--- src/rtl/note_judge.sv ---
// Note judge: walks the chart ROM, keeps song time in game ticks, and pulses hit/miss per note.
// Optional build macro STRAY_MISS_EN: a press outside the window of the current note gives a miss.
module note_judge #(
    parameter int TICK_DIV  = 500000,
    parameter int NUM_NOTES = 32,
    parameter int ADDR_W    = 5,
    parameter int TIME_W    = 12,
    parameter int WIN       = 4
) (
    input  logic              clk,
    input  logic              resetn,
    input  logic              enable,
    input  logic              hit_key,
    output logic [ADDR_W-1:0] note_addr,
    input  logic [TIME_W-1:0] note_time,
    output logic [TIME_W-1:0] song_time,
    output logic              hit,
    output logic              miss,
    output logic              done
);

    localparam int PRE_W = (TICK_DIV > 1) ? $clog2(TICK_DIV) : 1;
    localparam logic [PRE_W-1:0]  PRE_LAST = PRE_W'(TICK_DIV - 1);
    localparam logic [TIME_W-1:0] T_END    = '1;
    localparam logic [TIME_W-1:0] T_SAT    = {{(TIME_W-1){1'b1}}, 1'b0};
    localparam logic [ADDR_W:0]   ADDR_END = (ADDR_W+1)'(NUM_NOTES);
    localparam logic [TIME_W:0]   WIN_X    = (TIME_W+1)'(WIN);

    typedef enum logic [2:0] {IDLE, FETCH, WAIT_DATA, TRACK, FINISH} state_t;

    state_t            state, state_nx;
    // One extra bit so a full chart of NUM_NOTES entries is distinguishable from address 0.
    logic [ADDR_W:0]   addr_q;
    logic [PRE_W-1:0]  presc;
    logic [TIME_W-1:0] cur_note;
    logic              hit_key_q;
    logic              running, tick, press, in_win, closing;
    logic              hit_d, miss_d, adv;
    logic [TIME_W:0]   st_x, cn_x;

    assign running = (state == FETCH) || (state == WAIT_DATA) || (state == TRACK);
    assign tick    = running && (presc == PRE_LAST);
    assign press   = hit_key & ~hit_key_q;

    assign st_x    = {1'b0, song_time};
    assign cn_x    = {1'b0, cur_note};
    assign in_win  = (st_x + WIN_X >= cn_x) && (st_x <= cn_x + WIN_X);
    // >= rather than == so a note already past its window still gets closed on the next tick.
    assign closing = tick && (st_x >= cn_x + WIN_X);

    assign note_addr = addr_q[ADDR_W-1:0];
    assign done      = (state == FINISH);

    always_comb begin
        state_nx = state;
        hit_d    = 1'b0;
        miss_d   = 1'b0;
        adv      = 1'b0;
        if (!enable) begin
            state_nx = IDLE;
        end else begin
            case (state)
                IDLE:      state_nx = FETCH;
                FETCH:     state_nx = WAIT_DATA;
                WAIT_DATA: begin
                    if (note_time == T_END || addr_q == ADDR_END)
                        state_nx = FINISH;
                    else
                        state_nx = TRACK;
                end
                TRACK: begin
                    // The closing tick wins over a same-cycle press.
                    if (closing) begin
                        miss_d   = 1'b1;
                        adv      = 1'b1;
                        state_nx = FETCH;
                    end else if (press && in_win) begin
                        hit_d    = 1'b1;
                        adv      = 1'b1;
                        state_nx = FETCH;
                    end
`ifdef STRAY_MISS_EN
                    else if (press) begin
                        miss_d = 1'b1;
                    end
`else
`endif
                end
                FINISH:    state_nx = FINISH;
                default:   state_nx = IDLE;
            endcase
        end
    end

    always_ff @(posedge clk or negedge resetn) begin
        if (!resetn) begin
            state <= IDLE;
        end else begin
            state <= state_nx;
        end
    end

    always_ff @(posedge clk or negedge resetn) begin
        if (!resetn) begin
            addr_q    <= '0;
            presc     <= '0;
            song_time <= '0;
            cur_note  <= '0;
            hit_key_q <= 1'b0;
            hit       <= 1'b0;
            miss      <= 1'b0;
        end else if (!enable) begin
            addr_q    <= '0;
            presc     <= '0;
            song_time <= '0;
            cur_note  <= '0;
            hit_key_q <= 1'b0;
            hit       <= 1'b0;
            miss      <= 1'b0;
        end else begin
            hit_key_q <= hit_key;
            hit       <= hit_d;
            miss      <= miss_d;
            if (running)
                presc <= (presc == PRE_LAST) ? '0 : presc + PRE_W'(1);
            if (tick && song_time != T_SAT)
                song_time <= song_time + TIME_W'(1);
            if (state == WAIT_DATA)
                cur_note <= note_time;
            if (adv)
                addr_q <= addr_q + (ADDR_W+1)'(1);
        end
    end

endmodule
--- config.mk ---
export PLATFORM = sky130hd
export DESIGN_NAME = note_judge
export DESIGN_NICKNAME = d
export VERILOG_FILES = /design/src/rtl/note_judge.sv
export SDC_FILE = /design/constraint.sdc
export NUM_CORES = 1
export LEC_CHECK = 0
export BUFFER_PORTS_ARGS = -buffer_cell sky130_fd_sc_hd__clkbuf_2
export CAP_MARGIN = 20
export CORE_UTILIZATION = 65
export DETAILED_ROUTE_END_ITERATION = 8
export GPL_TIMING_DRIVEN = 0
export HOLD_SLACK_MARGIN = 0.05
export PLACE_DENSITY = 0.86
export SETUP_SLACK_MARGIN = 0.3
export SYNTH_ARGS = -nofsm -noshare
export SYNTH_HDL_FRONTEND = slang
export SYNTH_SLANG_ARGS = --single-unit
--- constraint.sdc ---
create_clock -name clk -period 7.4 [get_ports clk]
set_input_delay 1.85 -clock clk [delete_from_list [all_inputs] [get_ports clk]]
set_output_delay 1.85 -clock clk [all_outputs]
set_load 0.02 [all_outputs]
# ---- Word level (Yosys, flattened, before mapping)
# Index checks and enable logic that the tools add are counted.
dict set report op_classes {
  add_sub_neg 5
  magnitude_cmp 3
  eq_ne 13
  mux 25
  bitwise 2
  n_reduce_logical 9
}
# cell count
set ops {}
lappend ops {{two-way mux 19 bit} 3}
lappend ops {{two-way mux 12 bit} 4}
lappend ops {{adder 12 x 3 -> 13 bit, second input constant} 2}
lappend ops {{adder 19 x 1 -> 19 bit, second input constant} 1}
lappend ops {{equality test 19 bit, second input constant} 1}
lappend ops {{case mux 3 bit (5 select lines)} 1}
lappend ops {{>= comparator 12 x 13 -> 1 bit} 1}
lappend ops {{>= comparator 13 x 12 -> 1 bit} 1}
lappend ops {{less-or-equal comparator 12 x 13 -> 1 bit} 1}
lappend ops {{adder 12 x 1 -> 12 bit, second input constant} 1}
lappend ops {{equality test 12 bit, second input constant} 1}
lappend ops {{two-way mux 3 bit} 4}
lappend ops {{two-way mux 6 bit} 2}
lappend ops {{!= test 12 bit, second input constant} 1}
lappend ops {{two-way mux 1 bit} 11}
lappend ops {{!= test 2 x 1 -> 1 bit, second input constant} 4}
lappend ops {{adder 6 x 1 -> 6 bit, second input constant} 1}
lappend ops {{equality test 3 x 2 -> 1 bit, second input constant} 2}
lappend ops {{equality test 6 bit, second input constant} 1}
lappend ops {{logical AND 1 bit} 5}
lappend ops {{!= test 4 x 3 -> 1 bit, second input constant} 1}
lappend ops {{equality test 3 x 1 -> 1 bit, second input constant} 1}
lappend ops {{equality test 3 bit, second input constant} 1}
lappend ops {{zero test 3 bit} 1}
lappend ops {{other kinds (3)} 5}
dict set report word_totals {
  ff_bits 55
  out_inout_bits 20
  wordCells 65
}

# ---- Longest topological paths before layout
dict set report depth {
  word_depth 10
  depth_mapped 14
}

# ---- Least setup slack after synthesis
# No wires, ideal clock.
dict set report synth_timing {
  path_kind {in2reg}
  from {in hit_key}
  to {reg addr_q[0]}
  setup_time_ps 79
  arrival_time_ps 2985
  path_slack_ps 4336
  cell_stages 7
  path_buffers 0
  cell_sequence {nor2b_1 nand4_1 nand2b_1 o211ai_1 o41ai_4 a21boi_1 mux2i_1}
}
dict set report synth_between {
  elab_chain_len 7
}
# element line
set synth_rtl {}
lappend synth_rtl {{from (decl)} 13} ;# input logic hit_key,
lappend synth_rtl {{bitwise AND 1 bit} 43} ;# assign press = hit_key & ~hit_key_q;
lappend synth_rtl {{logical AND 1 bit} 77} ;# end else if (press && in_win) begin
lappend synth_rtl {{two-way mux 1 bit} 77}
lappend synth_rtl {{two-way mux 1 bit} 73} ;# if (closing) begin
lappend synth_rtl {{two-way mux 1 bit} 62} ;# case (state)
lappend synth_rtl {{two-way mux 1 bit} 59} ;# if (!enable) begin
lappend synth_rtl {{!= test 2 x 1 -> 1 bit (no source line)} --}
lappend synth_rtl {{to (signal assigned)} 131} ;# addr_q <= addr_q + (ADDR_W+1)'(1);
lappend synth_rtl {{to (decl)} 33} ;# logic [ADDR_W:0] addr_q;
# Every way passes these cells.
# A chain may end at the register's enable or synchronous reset.

# ---- Worst setup path in the final report
dict set report layout_timing {
  from {reg state[0]}
  to {out done}
}
dict set report layout_between {
  elab_chain_len 1
}
# element line
set layout_rtl {}
lappend layout_rtl {{from (decl)} 31} ;# state_t state, state_nx;
lappend layout_rtl {{from (signal assigned)} 99} ;# state <= state_nx;
lappend layout_rtl {{equality test 3 bit} 52} ;# assign done = (state == FINISH);
lappend layout_rtl {{to (decl)} 19} ;# output logic done
# Every way passes these cells.

==> run summary <==
area of the multi-input gates -> 0.00237 mm2
post-synth top area cell -> dfrtp_1
Max-cap violations -> 0
Logic pwr share -> 0.139
share of the synthesized area in the top cell type -> 0.348
GRT Total Usage -> 0.306
share of layout cells above drive strength 1 -> 0.143
Die ar. -> 0.00640 mm2
Sw Ratio -> 0.277
Post-CTS Hold Buffers -> 0
GR Util met2 -> 0.523
post-route minimum period -> 3.22 ns
# IOs -> 36
kind of critical path -> reg -> out
Post-CTS Setup Bufs -> 0
DRC Markers -> 0
clk_lat worst skew -> 0.31 ns
DR pass1 iterations -> 5
worst hold path type -> reg -> reg
initial antenna violation count -> 0
Final Hold Fails -> 0
DR vias -> 3,396
Worst-Margin Slew -> 0.722 ns
CTS tree -> built
maximum VDD drop -> 0.0954 mV
DR WL/cell -> 16.0 um
Post-Syn Area per Cell -> 8.87 um2
CTS H-tree lvls -> 2
global-route wire length before repair -> 15.1 mm
starting density of the core -> 0.672
Max Buffers Root-to-Sink -> 2
M3 GR Usage -> 0.0549
Post-synth top flop -> dfrtp_1
Setup TNS -> 0 ns
RD Place Congestion -> 0.854
fmax -> 310 MHz
vias in the first global route -> 3,331
Synth Warn # -> 0
Mapped Cells -> 446
Antenna Cells -> 0
Int Pwr -> 0.410 mW
TritonCTS buffer count -> 5
core area -> 0.00589 mm2
status -> finished clean
die width -> 80.0 um
Commonest cells post-synth -> dfrtp_1, nor2_1, a21oi_1, nand2_1, ha_1
hold_ws -> 0.526 ns
Distinct cells, synth -> 52
Power, Total -> 0.566 mW
Reg area -> 0.00138 mm2
Worst EP required -> 5.55 ns
Die Span Y -> 80.0 um
I/O Buffers -> 35
critical path arrival -> 1.37 ns
RSZ-0062 raised after global routing -> false
sequential area share after synthesis -> 0.348
Final nets -> 535
Mapped Area -> 0.00396 mm2
row cnt -> 28
Area contributors post-synth -> dfrtp_1, ha_1, xnor2_1
flops & latches, synth -> 55
DR vias/cell -> 6.02
grt ovf -> 0
EDFF count, synth -> 0
P per Cell Area -> 131 mW/mm2
met1 GRT Util -> 0.370
drt initial violations -> 220
Worst Skew -> 0.0118 ns
clock root buffer -> clkbuf_8
ys async rst share -> 1.00
Sequential Power Share -> 0.551
Final period util -> 0.436
Lkg Pwr -> 1.92 nW
Fillers -> 465
post-route ant nets -> 0
largest net degree at the start of global routing -> 34
fin. max-slew vios -> 0
busiest grt layer -> met2
Sw Pwr -> 0.157 mW
post-synth net total -> 492
area grow syn2layout -> 9.52%
Worst-path clk slew -> 0.10 ns
# clock sinks -> 55
CP endpoint kind -> output port
setup violators final -> 0
Post-Route WL -> 9.03 mm
post-cts sizing count -> 0
Clock Power Share -> 0.310
Max-slew headroom -> 0.518
Critical Path Start Type -> flip-flop
hpwl dp -> 6.83 mm
critical path peak fanout -> 9
top-count cell post-synth -> dfrtp_1
==> sequential cells by signal, indices dropped and copies added (netlist names) <==
name and cells:
song_time 12, hit_key_q 1, addr_q 6, state 3
presc 19, hit 1, miss 1, cur_note 12
==> area by class of cell <==
cell class	count	area share
buffer	19	0.0280
clock buffer	6	0.0191
clock inverter	1	0.00115
inverter	25	0.0217
multi-input combinational	347	0.546
sequential	55	0.318
tap	75	0.0217
timing repair buffer	36	0.0450
==> final timing paths <==
path / slack (ns) / from / to / cells past startpoint
max in group asynchronous: 5.25 / resetn / presc[16]$_DFFE_PN0P_ / 2
worst max register to register: 4.29 / cur_note[4]$_DFFE_PN0P_ / addr_q[0]$_DFFE_PN0P_ / 11
worst min-delay path: 0.53 / presc[0]$_DFFE_PN0P_ / presc[0]$_DFFE_PN0P_ / 1
min in group asynchronous: 1.54 / resetn / song_time[5]$_DFFE_PN0P_ / 1
worst max-delay path: 4.18 / state[0]$_DFFE_PN0P_ / done / 3
worst min register to register: 0.53 / presc[0]$_DFFE_PN0P_ / presc[0]$_DFFE_PN0P_ / 1
==> critical path, stage by stage (launching register included) <==
cell	delay [ns]
dfrtp_1	0.37
clkbuf_1	0.19
nor3b_1	0.29
clkbuf_2	0.21
==> power by group through the flow <==
stage | clock [mW] | sequential [mW] | combinational, mW
3_5_place_dp | 0 | 0.318 | 0.0779
3_3_place_gp | 0 | 0.318 | 0.0729
4_1_cts | 0.177 | 0.312 | 0.0785
2_1_floorplan | 0 | 0.317 | 0.0502
5_1_grt | 0.187 | 0.313 | 0.0884
6_report | 0.175 | 0.312 | 0.0790
==> cells in the final DEF, fill, tap and decap left out, types with 2 or more instances in the layout <==
cell      netlist  routed
clkbuf_1       10      10
or3b_2          3       3
buf_4           5       5
dfrtp_1        55      55
nand4_1        13      13
a21boi_1        5       5
xor2_1          6       6
and4bb_2        2       2
nand4_2         2       2
a21oi_1        34      34
nor2b_1        16      16
nor4b_4         2       2
ha_1           30      30
o31a_1          2       2
mux2i_1         8       8
and4_2          2       2
and4_1          3       3
buf_6           2       2
inv_1          25      25
o21ai_0        23      23
a21boi_0        4       4
and3_1          8       8
nor2_1         36      36
nand2_1        34      34
nand3_1        26      26
nor4_1          4       4
nor3_1          8       8
nand2b_1        9       9
nor3b_1         4       4
xnor2_1        25      25
or3_1           5       5
clkbuf_2        0      35
clkbuf_8        1       7
o41ai_1         2       2
and2_1         14      14
==> cell families (layout without fill, tap and decap cells) <==
family | count (synthesis) | after routing | synth area share
AOI/OAI and AO/OA | 80 | 80 | 0.126
xor gates and xnor gates | 31 | 31 | 0.0686
adders and majority gates | 30 | 30 | 0.0948
buffers and inverters | 44 | 87 | 0.0544
DFF | 55 | 55 | 0.348
muxes | 9 | 9 | 0.0231
and+or+nand+nor | 197 | 197 | 0.285
==> metal layers <==
metal,share of wire,vias to the layer above
met5,0,-
met4,0.033,0
met3,0.044,31
met2,0.50,98
met1,0.42,1632
li1,-,1635
==> through the flow <==
stage	util	std cells	setup slack, ns	cell area, um2
final	0.736	564	4.18	4330
after global routing	0.736	564	4.05	4330
after CTS	0.736	564	4.18	4330
after detailed placement	0.722	557	3.92	4250
after global placement	0.718	556	3.99	4230
after floorplan	-	446	4.34	3960
Note: power is estimated with default switching activity, not from simulation.
